$ cat src/rtl/i2s_pkg.sv
// Shared definitions for the I2S slave interface.
// State encodings and the default channel width.
package i2s_pkg;

    localparam int CH_WIDTH_DEF = 16;

    typedef enum logic [2:0] {
        ST_IDLE = 3'd0,
        ST_LDAT = 3'd1,
        ST_LWAI = 3'd2,
        ST_RDAT = 3'd3,
        ST_RWAI = 3'd4
    } state_e;

    function automatic logic is_data(input state_e s);
        return (s == ST_LDAT) || (s == ST_RDAT);
    endfunction

endpackage

$ cat src/rtl/i2s_slave_if.sv
// Codec-side I2S endpoint: follows master LRCK, shifts one word
// each way per frame, with valid/ack word handshakes.
module i2s_slave_if
    import i2s_pkg::*;
#(
    parameter int CH_WIDTH = CH_WIDTH_DEF
) (
    input  logic                  clk,
    input  logic                  rst_n,
    input  logic                  LRCK,
    input  logic                  SDIN,
    output logic                  SDOUT,
    input  logic                  enable,
    input  logic [2*CH_WIDTH-1:0] tx_data,
    input  logic                  tx_valid,
    output logic                  tx_ack,
    output logic [2*CH_WIDTH-1:0] rx_data,
    output logic                  rx_valid,
    input  logic                  rx_ack,
    output logic                  tx_underrun,
    output logic                  rx_overrun,
    output logic                  frame_err,
    output logic                  busy
);

    localparam int FW = 2 * CH_WIDTH;
    localparam int CW = (CH_WIDTH > 1) ? $clog2(CH_WIDTH) : 1;
    localparam logic [CW-1:0] CNT_TOP = CW'(CH_WIDTH - 1);

    state_e          state_q, state_d;
    logic            lrck_q;
    logic [FW-1:0]   tx_sh_q, tx_sh_d;
    logic [FW-1:0]   rx_sh_q, rx_sh_d;
    logic [CW-1:0]   cnt_q, cnt_d;
    logic [FW-1:0]   rx_data_q, rx_data_d;
    logic            rx_valid_q, rx_valid_d;

    logic fall, rise, lr_edge;
    logic in_data, ferr, start, last, complete;
    logic [FW-1:0] rx_next;

    // LRCK shares clk with the master, so no synchroniser is needed
    assign fall    = lrck_q & ~LRCK;
    assign rise    = ~lrck_q & LRCK;
    assign lr_edge = fall | rise;

    assign in_data  = is_data(state_q);
    assign ferr     = in_data & lr_edge;
    assign start    = fall & enable &
                      ((state_q == ST_IDLE) || (state_q == ST_RWAI));
    assign last     = in_data & ~ferr & (cnt_q == '0);
    assign complete = last & (state_q == ST_RDAT);
    assign rx_next  = {rx_sh_q[FW-2:0], SDIN};

    always_ff @(posedge clk or negedge rst_n) begin
        if (!rst_n) begin
            state_q    <= ST_IDLE;
            lrck_q     <= 1'b1;
            tx_sh_q    <= '0;
            rx_sh_q    <= '0;
            cnt_q      <= '0;
            rx_data_q  <= '0;
            rx_valid_q <= 1'b0;
        end else begin
            state_q    <= state_d;
            lrck_q     <= LRCK;
            tx_sh_q    <= tx_sh_d;
            rx_sh_q    <= rx_sh_d;
            cnt_q      <= cnt_d;
            rx_data_q  <= rx_data_d;
            rx_valid_q <= rx_valid_d;
        end
    end

    always_comb begin
        state_d = state_q;
        unique case (state_q)
            ST_IDLE: begin
                if (fall && enable) state_d = ST_LDAT;
            end
            ST_LDAT: begin
                if (lr_edge)            state_d = ST_IDLE;
                else if (cnt_q == '0)   state_d = ST_LWAI;
            end
            ST_LWAI: begin
                if (rise) state_d = ST_RDAT;
            end
            ST_RDAT: begin
                if (lr_edge)            state_d = ST_IDLE;
                else if (cnt_q == '0)   state_d = ST_RWAI;
            end
            ST_RWAI: begin
                if (fall) state_d = enable ? ST_LDAT : ST_IDLE;
            end
            default: state_d = ST_IDLE;
        endcase
    end

    always_comb begin
        tx_sh_d    = tx_sh_q;
        rx_sh_d    = rx_sh_q;
        cnt_d      = cnt_q;
        rx_data_d  = rx_data_q;
        rx_valid_d = rx_valid_q;
        if (start) begin
            tx_sh_d = tx_valid ? tx_data : '0;
            cnt_d   = CNT_TOP;
        end else if (ferr) begin
            rx_sh_d = '0;
        end else if (in_data) begin
            rx_sh_d = rx_next;
            tx_sh_d = {tx_sh_q[FW-2:0], 1'b0};
            cnt_d   = cnt_q - 1'b1;
        end else if ((state_q == ST_LWAI) && rise) begin
            cnt_d = CNT_TOP;
        end
        // An ack in the completion cycle is absorbed by the new word
        if (complete) begin
            rx_data_d  = rx_next;
            rx_valid_d = 1'b1;
        end else if (rx_ack) begin
            rx_valid_d = 1'b0;
        end
    end

    always_comb begin
        tx_ack      = start & tx_valid;
        tx_underrun = start & ~tx_valid;
        frame_err   = ferr;
        rx_overrun  = complete & rx_valid_q & ~rx_ack;
        SDOUT       = in_data ? tx_sh_q[FW-1] : 1'b0;
        busy        = (state_q != ST_IDLE);
    end

    assign rx_data  = rx_data_q;
    assign rx_valid = rx_valid_q;

endmodule
$ cat config.mk
export PLATFORM = sky130hd
export DESIGN_NAME = i2s_slave_if
export DESIGN_NICKNAME = d
export VERILOG_FILES = /design/src/rtl/i2s_pkg.sv /design/src/rtl/i2s_slave_if.sv
export SDC_FILE = /design/constraint.sdc
export NUM_CORES = 1
export LEC_CHECK = 0
export BUFFER_PORTS_ARGS = -buffer_cell sky130_fd_sc_hd__buf_2
export CORE_MARGIN = 2
export CORE_UTILIZATION = 51
export CTS_CLUSTER_DIAMETER = 30
export DETAILED_ROUTE_END_ITERATION = 6
export PLACE_DENSITY = 0.76
export SLEW_MARGIN = 10
export SYNTH_ARGS = -nofsm -noshare
export SYNTH_HDL_FRONTEND = slang
export SYNTH_SLANG_ARGS = --single-unit
export TNS_END_PERCENT = 10
$ cat constraint.sdc
create_clock -name clk -period 1.82 [get_ports clk]
set_input_delay 0.364 -clock clk [delete_from_list [all_inputs] [get_ports clk]]
set_output_delay 0.364 -clock clk [all_outputs]
set_load 0.005 [all_outputs]
==> flow_summary.json <==
{
  "yosys_warnings": 0,
  "cts_buffer_depth": 2,
  "synth.top_cells.by_area": "dfrtp_1 (54%), mux2_4 (8.4%), mux2i_1 (6.5%)",
  "slew_violations": 0,
  "min_to": "tx_sh_q[0]$_DFFE_PN0P_",
  "cpMaxStageDelayCell": "dfstp_2",
  "die-area_um2": 10200,
  "cp.required_ns": 1.46,
  "muxShareOfSynthArea_pct": 16.1,
  "die_w_um": 101,
  "async_flop_share_pct": 100,
  "tns_ns": -0.240,
  "grt_pass1_wl_mm": 16.5,
  "p_per_area_nw_per_um2": 929,
  "met1_length_mm": 4.61,
  "topRoutingLayerUsed": "met4",
  "grt_max_degree": 45,
  "synth_top_family_by_area": "simple AND/OR/NAND/NOR gates",
  "syn_inst": 439,
  "wire_per_inst_um": 15.7,
  "synthXorXnorAreaFrac_pct": 0,
  "dr.first_iter.drc_count": 160,
  "synth_area_um2": 4800,
  "grt_setup_unrepaired": "true",
  "skew_ns": 0.0121,
  "firstDrtPassIters": 4,
  "diodes": 0,
  "clockRootBuffer": "clkbuf_8",
  "critPathArrivalTime_ns": 1.53,
  "cts.sinks": 104,
  "post-route-min-period_ns": 1.90,
  "met2_length_mm": 4.96,
  "wl_met3_um": 347,
  "grt_pass1_vias": 3425,
  "cts_tree": "done",
  "r2r_cells": 6,
  "synth_commonest_cells": "dfrtp_1 (103), nand2_1 (66), nand3_1 (62)",
  "synth_edf_count": 0,
  "hold_viol": 0,
  "maxCapViolCount": 0,
  "yosysTopAreaCellShare_pct": 53.7,
  "fmax_mhz": 527,
  "synth_flop_cell": "dfrtp_1",
  "rows": 35,
  "vias_per_cell": 5.42,
  "fin_nets": 565,
  "worstHoldStart": "tx_data[0]",
  "crit_path_start": "lrck_q$_DFF_PN1_",
  "grt-ovfl-total": 0,
  "min_path_type": "input pin to flop",
  "violations": "negative setup slack",
  "clkLatencyLatePin_ns": 0.36,
  "worstSetupPathType": "flop to output port",
  "synth-compound-area-share_pct": 5.40,
  "route.vias.total": 3460,
  "routed_wl_mm": 10.0,
  "leakage_nw": 2.99,
  "die_h_um": 101,
  "crit_path_end_kind": "output port",
  "worstPathCellList": "ha_4, buf_6, nand4bb_4, nor2_4, buf_2",
  "synth_top_cell_by_area": "dfrtp_1",
  "area.growth.synth_to_final_pct": 18.8,
  "synth_seq_cells": 104,
  "whs_ns": 0.238,
  "htreeDepth": 3,
  "crit_fanout": 2,
  "reg2reg_to": "rx_data[20]$_DFFE_PN0P_",
  "antenna_found_initial": 0,
  "place_congestion": 0.773,
  "n_fill_cell": 762,
  "path_clk_slew_ns": 0.10,
  "r2r_slack_ns": 0.04,
  "synthAdderAreaFrac_pct": 1.04,
  "numCtsBuffers": 9,
  "yosysMostFrequentCell": "dfrtp_1",
  "drc": 0,
  "critical-path-max-stage-delay_ns": 0.56,
  "status": "complete, but fails checks",
  "antenna_left": 0,
  "fin_crit_sh_pct": 104,
  "io_buffers": 77,
  "mappedNetlistNets": 482,
  "hold_path_depth": 2,
  "syn_area_per_cell_um2": 10.9,
  "ys_types": 43,
  "yosys.area_share.simple_pct": 19.0,
  "finalPower_w": 0.00530,
  "critPathLaunchType": "flop",
  "drive_above_1_share_pct": 31.1,
  "worst_pin_slew_ns": 0.512,
  "ir_drop_mv": 0.428,
  "yosysSeqAreaShare_pct": 54.2,
  "setup_slack_ns": -0.0760,
  "finalSetupViolCount": 4,
  "slew_headroom_pct": 65.9,
  "core-area_um2": 9200,
  "track_usage_pct": 20.3,
  "io_pins": 78,
  "rr_startpoint": "lrck_q$_DFF_PN1_",
  "initial_utilization_pct": 52.2,
  "dp_hpwl_mm": 6.63
}
==> metrics by stage <==
step | setup slack (ns) | cell area (um^2) | cells | utilization [%]
finish | -0.0760 | 5700 | 638 | 62.0
global route | -0.130 | 5700 | 638 | 62.0
CTS | -0.0923 | 5660 | 638 | 61.6
detailed placement | -0.0426 | 5370 | 618 | 58.4
global placement | 0.00748 | 5370 | 618 | 58.4
floorplan | 0.0780 | 4800 | 439 | -
==> critical path, delay by kind of cell, from the launching register on <==
| family | cells | cell delay (ns) |
|---|---|---|
| adders and majority gates | 1 | 0.13 |
| DFF | 1 | 0.56 |
| buffers and inverters | 2 | 0.22 |
| and+or+nand+nor | 2 | 0.26 |
==> layer usage <==
layer	GRT usage (%)	vias to the layer above
li1	-	1656
met1	27.1	1712
met2	34.0	80
met3	3.05	12
met4	7.17	0
met5	0	-
==> what timing repair did <==
| action | CTS | global route |
|---|---|---|
| hold buffers | 1 | 0 |
| endpoints found under the setup margin | 4 | 15 |
| gates cloned | 0 | 0 |
| pin swaps | 5 | 3 |
| buffers inserted | 3 | 0 |
| hold endpoints to repair | 34 | 0 |
| resized for setup | 11 | 10 |
==> logic make-up after synthesis <==
kind of cell,count (synthesis)
AOI/OAI and AO/OA,46
buffers and inverters,41
DFF,104
adders and majority gates,4
and+or+nand+nor,181
muxes,63
==> registers in the layout, indices dropped and copies added (netlist names) <==
signal    flops
rx_data      32
rx_valid      1
rx_sh_q      31
state_q       3
lrck_q        1
tx_sh_q      32
cnt_q         4
==> cell usage in the layout, fill, tap and decap left out, types with 2 or more instances in the layout <==
cell type | Yosys | routed
a21oi_1 | 4 | 4
and2_1 | 34 | 32
and2_4 | 0 | 2
buf_12 | 0 | 4
buf_2 | 2 | 74
buf_4 | 5 | 19
buf_6 | 3 | 7
clkbuf_8 | 0 | 10
clkinv_2 | 0 | 2
dfrtp_1 | 103 | 102
ha_1 | 4 | 3
inv_1 | 8 | 8
mux2_2 | 5 | 5
mux2_4 | 27 | 27
mux2i_1 | 31 | 31
nand2_1 | 66 | 66
nand2b_1 | 3 | 3
nand3_1 | 62 | 62
nor2_1 | 4 | 2
nor2_4 | 0 | 2
o21ai_0 | 27 | 27
o21ai_1 | 5 | 5
==> power breakdown <==
part | total (W) | switching [W] | internal [W]
sequential | 0.00291 | 0.000239 | 0.00268
combinational | 0.000928 | 0.000514 | 0.000414
clock | 0.00146 | 0.000782 | 0.000673
total | 0.00530 | 0.00154 | 0.00376
==> worst max-delay path by stage <==
stage | endpoint | slack (ns) | cells past startpoint
floorplan | rx_overrun | 0.08 | 6
global placement | rx_data[2]$_DFFE_PN0P_ | 0.007 | 7
detailed placement | cnt_q[3]$_DFFE_PN0P_ | -0.04 | 7
CTS | frame_err | -0.09 | 4
global route | tx_underrun | -0.13 | 5
finish | tx_underrun | -0.08 | 5
==> cell type report <==
| class | count | area, um^2 | area share [%] |
|---|---|---|---|
| Clock buffer | 11 | 141 | 2.48 |
| Clock inverter | 5 | 56.3 | 0.987 |
| Sequential cell | 104 | 2610 | 45.7 |
| Inverter | 8 | 30.0 | 0.527 |
| Multi-Input combinational cell | 294 | 2050 | 35.9 |
| Tap cell | 111 | 139 | 2.44 |
| Timing Repair Buffer | 105 | 682 | 12.0 |
No activity file was read; power rests on OpenSTA's default activity.
